==> src/rtl/shift_frame_pkg.sv <==
// ---------------------------------------------------------------------------
// shift_frame_pkg
// Shared definitions for the shift_frame_tx serial framer.
//
// Contents:
//   DATA_W                - width of the parallel word taken from the
//                           upstream shift-register stage
//   FRAME_BITS_NO_PARITY  - start + data + stop bit count with no parity bit
//   state_e               - framer state encoding
//   frameBits()           - number of bit periods in one frame
//   evenParity()          - parity bit that makes the total count of ones even
// ---------------------------------------------------------------------------
package shift_frame_pkg;

   localparam int DATA_W = 4;

   localparam int FRAME_BITS_NO_PARITY = 2 + DATA_W;

   typedef enum logic [2:0] {
      ST_IDLE   = 3'd0,
      ST_START  = 3'd1,
      ST_DATA   = 3'd2,
      ST_PARITY = 3'd3,
      ST_STOP   = 3'd4
   } state_e;

   // A frame is start + data + stop, plus one extra period when parity is on.
   function automatic int frameBits(input int parityEn);
      return FRAME_BITS_NO_PARITY + ((parityEn != 0) ? 1 : 0);
   endfunction

   // XOR of all data bits; appending it gives an even number of ones.
   function automatic logic evenParity(input logic [DATA_W-1:0] word);
      return ^word;
   endfunction

endpackage

==> src/rtl/shift_frame_tx_bit_tick_gen.sv <==
// ---------------------------------------------------------------------------
// bit_tick_gen
// Bit-period timer for the serial framer. Counts clock cycles within one
// serial bit and raises tick in the last cycle of that bit, after which the
// count wraps to zero so the next bit starts with a fresh period.
//
// Parameters:
//   CLKS_PER_BIT - clock cycles each serial bit is held (1..256)
// Ports:
//   clk  - clock, rising edge active
//   rst  - asynchronous active-high reset, clears the count
//   load - holds the count at zero (used while the framer is idle so the
//          start bit always begins on a clean period)
//   tick - high in the final cycle of the current bit period
// ---------------------------------------------------------------------------
module bit_tick_gen #(
   parameter int CLKS_PER_BIT = 4
) (
   input  logic clk,
   input  logic rst,
   input  logic load,
   output logic tick
);

   // With one cycle per bit the counter never moves, but keep a 1-bit
   // register so the widths stay legal.
   localparam int CW = (CLKS_PER_BIT > 1) ? $clog2(CLKS_PER_BIT) : 1;
   localparam logic [CW-1:0] LAST_COUNT = CW'(CLKS_PER_BIT - 1);

   logic [CW-1:0] count_q;
   logic [CW-1:0] count_d;

   assign tick = (count_q == LAST_COUNT);

   // The counter reloads at every bit boundary (tick) and is parked at zero
   // while load is held, so every bit lasts exactly CLKS_PER_BIT cycles.
   always_comb begin
      count_d = count_q + CW'(1);
      if (load || tick) begin
         count_d = '0;
      end
   end

   // Count register; reset clears it asynchronously.
   always_ff @(posedge clk or posedge rst) begin
      if (rst) begin
         count_q <= '0;
      end else begin
         count_q <= count_d;
      end
   end

endmodule

==> src/rtl/shift_frame_tx.sv <==
// ---------------------------------------------------------------------------
// shift_frame_tx
// Serialises a 4-bit word into an idle-high frame:
//   start (0), data bits 0..3 LSB first, optional even parity, stop (1).
// Each bit is held for CLKS_PER_BIT clock cycles. A word is accepted with a
// valid/ready handshake and latched, so data_in may change freely afterwards.
//
// Parameters:
//   CLKS_PER_BIT - clock cycles per serial bit (1..256)
//   PARITY_EN    - 1 inserts an even-parity bit, 0 omits it
// Ports:
//   clk      - clock, rising edge active
//   rst      - asynchronous active-high reset, aborts any frame in flight
//   data_in  - parallel word to send
//   in_valid - data_in holds a word to send
//   in_ready - block accepts a word this cycle (idle and out of reset)
//   tx_out   - serial line, idle high
//   busy     - high while a frame is on the line
//   done     - one-cycle pulse in the first idle cycle after a stop bit
// ---------------------------------------------------------------------------
module shift_frame_tx
   import shift_frame_pkg::*;
#(
   parameter int CLKS_PER_BIT = 4,
   parameter int PARITY_EN    = 1
) (
   input  logic              clk,
   input  logic              rst,
   input  logic [DATA_W-1:0] data_in,
   input  logic              in_valid,
   output logic              in_ready,
   output logic              tx_out,
   output logic              busy,
   output logic              done
);

   localparam logic [1:0] LAST_BIT_IDX = 2'(DATA_W - 1);

   state_e            state_q;
   state_e            state_d;
   logic [DATA_W-1:0] hold_q;
   logic [DATA_W-1:0] hold_d;
   logic [1:0]        bitIdx_q;
   logic [1:0]        bitIdx_d;
   logic              done_q;
   logic              done_d;

   logic              tick;
   logic              tickLoad;
   logic              accept;

   // Ready only in IDLE and never while reset is held, so nothing can be
   // latched during reset and the first accept is possible right after it.
   assign in_ready = (state_q == ST_IDLE) && !rst;
   assign accept   = in_ready && in_valid;

   // Keep the bit timer parked at zero while idle; the start bit then gets a
   // full period beginning in the cycle right after the accept edge.
   assign tickLoad = (state_q == ST_IDLE);

   bit_tick_gen #(
      .CLKS_PER_BIT (CLKS_PER_BIT)
   ) u_bitTick (
      .clk  (clk),
      .rst  (rst),
      .load (tickLoad),
      .tick (tick)
   );

   // Next-state logic. Every non-idle state waits for tick so each bit is
   // held exactly one bit period. The STOP->IDLE move arms the done pulse,
   // which therefore appears in the first IDLE cycle; that cycle is also
   // ready, so a waiting word goes out with no extra idle gap.
   always_comb begin
      state_d  = state_q;
      hold_d   = hold_q;
      bitIdx_d = bitIdx_q;
      done_d   = 1'b0;

      case (state_q)
         ST_IDLE: begin
            if (accept) begin
               hold_d   = data_in;
               bitIdx_d = '0;
               state_d  = ST_START;
            end
         end
         ST_START: begin
            if (tick) begin
               bitIdx_d = '0;
               state_d  = ST_DATA;
            end
         end
         ST_DATA: begin
            if (tick) begin
               if (bitIdx_q == LAST_BIT_IDX) begin
                  bitIdx_d = '0;
                  state_d  = (PARITY_EN != 0) ? ST_PARITY : ST_STOP;
               end else begin
                  bitIdx_d = bitIdx_q + 2'd1;
               end
            end
         end
         ST_PARITY: begin
            if (tick) begin
               state_d = ST_STOP;
            end
         end
         ST_STOP: begin
            if (tick) begin
               done_d  = 1'b1;
               state_d = ST_IDLE;
            end
         end
         default: begin
            state_d  = ST_IDLE;
            bitIdx_d = '0;
         end
      endcase
   end

   // State, holding register, bit index and done flag. Reset is
   // asynchronous so a frame in flight is dropped immediately, without a
   // done pulse.
   always_ff @(posedge clk or posedge rst) begin
      if (rst) begin
         state_q  <= ST_IDLE;
         hold_q   <= '0;
         bitIdx_q <= '0;
         done_q   <= 1'b0;
      end else begin
         state_q  <= state_d;
         hold_q   <= hold_d;
         bitIdx_q <= bitIdx_d;
         done_q   <= done_d;
      end
   end

   // Line driver, decoded straight from the registered state. Because reset
   // forces IDLE asynchronously, the line returns high as soon as rst rises.
   always_comb begin
      tx_out = 1'b1;
      case (state_q)
         ST_START:  tx_out = 1'b0;
         ST_DATA:   tx_out = hold_q[bitIdx_q];
         ST_PARITY: tx_out = evenParity(hold_q);
         default:   tx_out = 1'b1;
      endcase
   end

   assign busy = (state_q != ST_IDLE);
   assign done = done_q;

endmodule

==> config.mk <==
export PLATFORM = sky130hd
export DESIGN_NAME = shift_frame_tx
export DESIGN_NICKNAME = d
export VERILOG_FILES = /design/src/rtl/shift_frame_pkg.sv /design/src/rtl/shift_frame_tx_bit_tick_gen.sv /design/src/rtl/shift_frame_tx.sv
export SDC_FILE = /design/constraint.sdc
export NUM_CORES = 1
export LEC_CHECK = 0
export CAP_MARGIN = 25
export CORE_AREA = 2 2 39 41
export CTS_BUF_LIST = sky130_fd_sc_hd__clkbuf_2 sky130_fd_sc_hd__clkbuf_4 sky130_fd_sc_hd__clkbuf_8
export CTS_CLUSTER_DIAMETER = 80
export DETAILED_ROUTE_END_ITERATION = 8
export DIE_AREA = 0 0 41 43
export GPL_TIMING_DRIVEN = 1
export PLACE_DENSITY = 0.74
export SLEW_MARGIN = 20
export SYNTH_ARGS = -nofsm -noshare
export SYNTH_HDL_FRONTEND = slang
export SYNTH_SLANG_ARGS = --single-unit
==> constraint.sdc <==
create_clock -name clk -period 3.5 [get_ports clk]
set_clock_uncertainty 0.05 [all_clocks]
set_input_delay 0.7 -clock clk [delete_from_list [all_inputs] [get_ports clk]]
set_output_delay 0.7 -clock clk [all_outputs]
set_load 0.005 [all_outputs]
==> results.tsv <==
metric	value	unit
cts_tree	built	
place.gp.congestion	0.7014	
rows	14	
hold_path_end	u_bitTick.count_q[0]	
synth-seq-cells	12	
grt_use_total	0.1581	
yosys.area.top_type	dfrtp_1	
synthCells	56	
numCtsBuffers	3	
ir_worst_vdd	0.3712	mV
hold_start	u_bitTick.count_q[0]	
syn_area	645.6	um2
cts_setup_buffers	0	
drc	0	
pin_count	11	
wl_per_cell	12.58	um
vias	453	
cts_resized	0	
yosysTopAreaCellShare	0.4651	
period_share	0.7439	
hold_path_class	flip-flop to flip-flop	
yosysSeqAreaShare	0.4651	
syn2layout_area_growth	20.74	%
yosys_warnings	0	
async_flop_share	1.000	
floorplan.initialDensity	0.4665	
netlist_top_cells_area	dfrtp_1 (47%), mux2_2 (7.0%), xnor2_1 (4.1%)	
reg2reg_setup_slack	1.89	ns
drive_gt1_frac	0.1765	
first_pass_iters	4	
timing.rr.start	state_q[0]	
die_w	41	um
crit_type	flip-flop to output port	
drt-initial-drc-count	6	
syn_area_per_cell	11.53	um2
antenna_left	0	
cpMaxStageDelayCell	mux4_2	
overflow	0	
antenna_found_initial	0	
design.die.area	1763	um2
clock_path_buffers	2	
fmax	384.1	MHz
finalSetupTns	0	ns
critPathTopFamily	multiplexers	
path_cells	mux4_2, nor2_1, o21ai_0, clkdlybuf4s50_1	
grt_pass1_vias	448	
place_hpwl	782.7	um
slew_headroom	0.6339	
cts-root-buf	clkbuf_4	
multi_input_area	304.0	um2
synth_commonest_cells	dfrtp_1 (12), nor2_1 (6), inv_1 (5), mux2_2 (4)	
nets	78	
tightest_slew	0.5486	ns
regArea	300.3	um2
synth.most_common_cell	dfrtp_1	
setup_viol	0	
worstSetupEndpointType	output port	
cap_violations	0	
io_buffers	10	
reg2reg_depth	4	
cp.required	2.75	ns
postCtsHoldBufs	0	
synth_fp_nets	65	
cpPeakStageDelay	0.51	ns
cp.arrival	1.85	ns
r2r_end	bitIdx_q[0]	
slew_violations	0	
grt_max_degree	15	
cp-start-kind	flip-flop	
critical_path_buf_inv_count	1	
powerDensity	845.8	nW/um2
wirelength	1.057	mm
hold_depth	1	
p_leak	0.3477	nW
core-area	1384	um2
grt_pass1_wl	1.918	mm
synth_cell_types	23	
post-route-min-period	2.604	ns
cts_sinks	12	
htreeDepth	1	
nFillCells	113	
status	finished, final reports clean	
path_clk_slew	0.08	ns
clk-insertion-delay-late	0.27	ns
cp_max_fo	4	
synth_flop_cell	dfrtp_1	
diodes	0	
finalHoldViolCount	0	
rsz0062_at_grt	no	
synth-edff-count	0	
avgViaCountPerCell	5.393	
dieHeight	43	um
whs	0.4026	ns
[sequential cells by signal (all words and copies together) (netlist names)]
name / count
bitIdx_q: 2
done: 1
hold_q: 4
state_q: 3
u_bitTick.count_q: 2
[area by class of cell]
type | instances | area share
Tap cell | 16 | 0.02568
Sequential cell | 12 | 0.3852
Clock buffer | 4 | 0.04655
Multi-Input combinational cell | 37 | 0.3900
Timing Repair Buffer | 10 | 0.1284
Inverter | 5 | 0.02408
[per-layer routing]
metal,track usage,share of wire,wire (um),vias to the layer above
li1,-,-,-,224
met1,0.2284,0.42,442,211
met2,0.2375,0.51,540,16
met3,0.03141,0.057,60,2
met4,0.04000,0.013,14,0
met5,0,0,0,-
[logic make-up (layout without fill, tap and decap cells)]
kind of cell,Yosys count,in the layout,synth area share
simple gates,18,18,0.1686
xor+xnor,4,4,0.05427
compound gates,6,6,0.06976
buf+inv,7,19,0.06395
flops,12,12,0.4651
mux,7,7,0.1395
fa+ha+maj,2,2,0.03875
[metrics by stage]
stage	cells	cell area (um2)	setup WS, ns	power [mW]	util
6_report	84	779.5	0.8964	0.6593	0.5633
3_5_place_dp	80	743.2	0.9942	0.5489	0.5371
2_1_floorplan	56	645.6	1.682	0.4751	-
4_1_cts	84	779.5	0.8809	0.6637	0.5633
3_3_place_gp	80	743.2	1.035	0.5416	0.5371
5_1_grt	84	779.5	0.7979	0.7073	0.5633
[cell usage in the layout, fill, tap and decap left out, drive strengths merged]
cell type | Yosys | routed
xor2 | 1 | 1
xnor2 | 3 | 3
a31oi | 1 | 1
nand3 | 2 | 2
inv | 5 | 5
clkdlybuf4s50 | 0 | 10
mux2 | 6 | 6
clkbuf | 0 | 4
a311oi | 1 | 1
ha | 2 | 2
o21ai | 1 | 1
mux4 | 1 | 1
nor3b | 1 | 1
nor3 | 3 | 3
nand2 | 3 | 3
and3 | 3 | 3
a21oi | 1 | 1
dfrtp | 12 | 12
nor2 | 6 | 6
o221a | 1 | 1
o32ai | 1 | 1
[worst register-to-register path, cell delays in order (launching register included)]
cell	delay, ns
dfrtp_1	0.50
nor3_4	0.30
nand3_4	0.14
o221a_2	0.19
mux2_1	0.31
[how the worst max path moves through the flow]
stage                 from          end  slack [ns]  cells after the start
2_1_floorplan          rst  bitIdx_q[0]        1.68                      4
3_3_place_gp           rst     in_ready        1.04                      3
3_5_place_dp           rst     in_ready        0.99                      3
4_1_cts        bitIdx_q[0]       tx_out        0.88                      4
5_1_grt        bitIdx_q[0]       tx_out        0.80                      4
6_report       bitIdx_q[0]       tx_out        0.90                      4
[report_power, final]
part | switching [mW] | leakage, nW | total, mW | internal, mW
Clock | 0.0475 | 0.0210 | 0.111 | 0.0632
Sequential | 0.0696 | 0.151 | 0.264 | 0.194
Combinational | 0.116 | 0.175 | 0.285 | 0.169
Note: power is estimated with default switching activity, not from simulation.
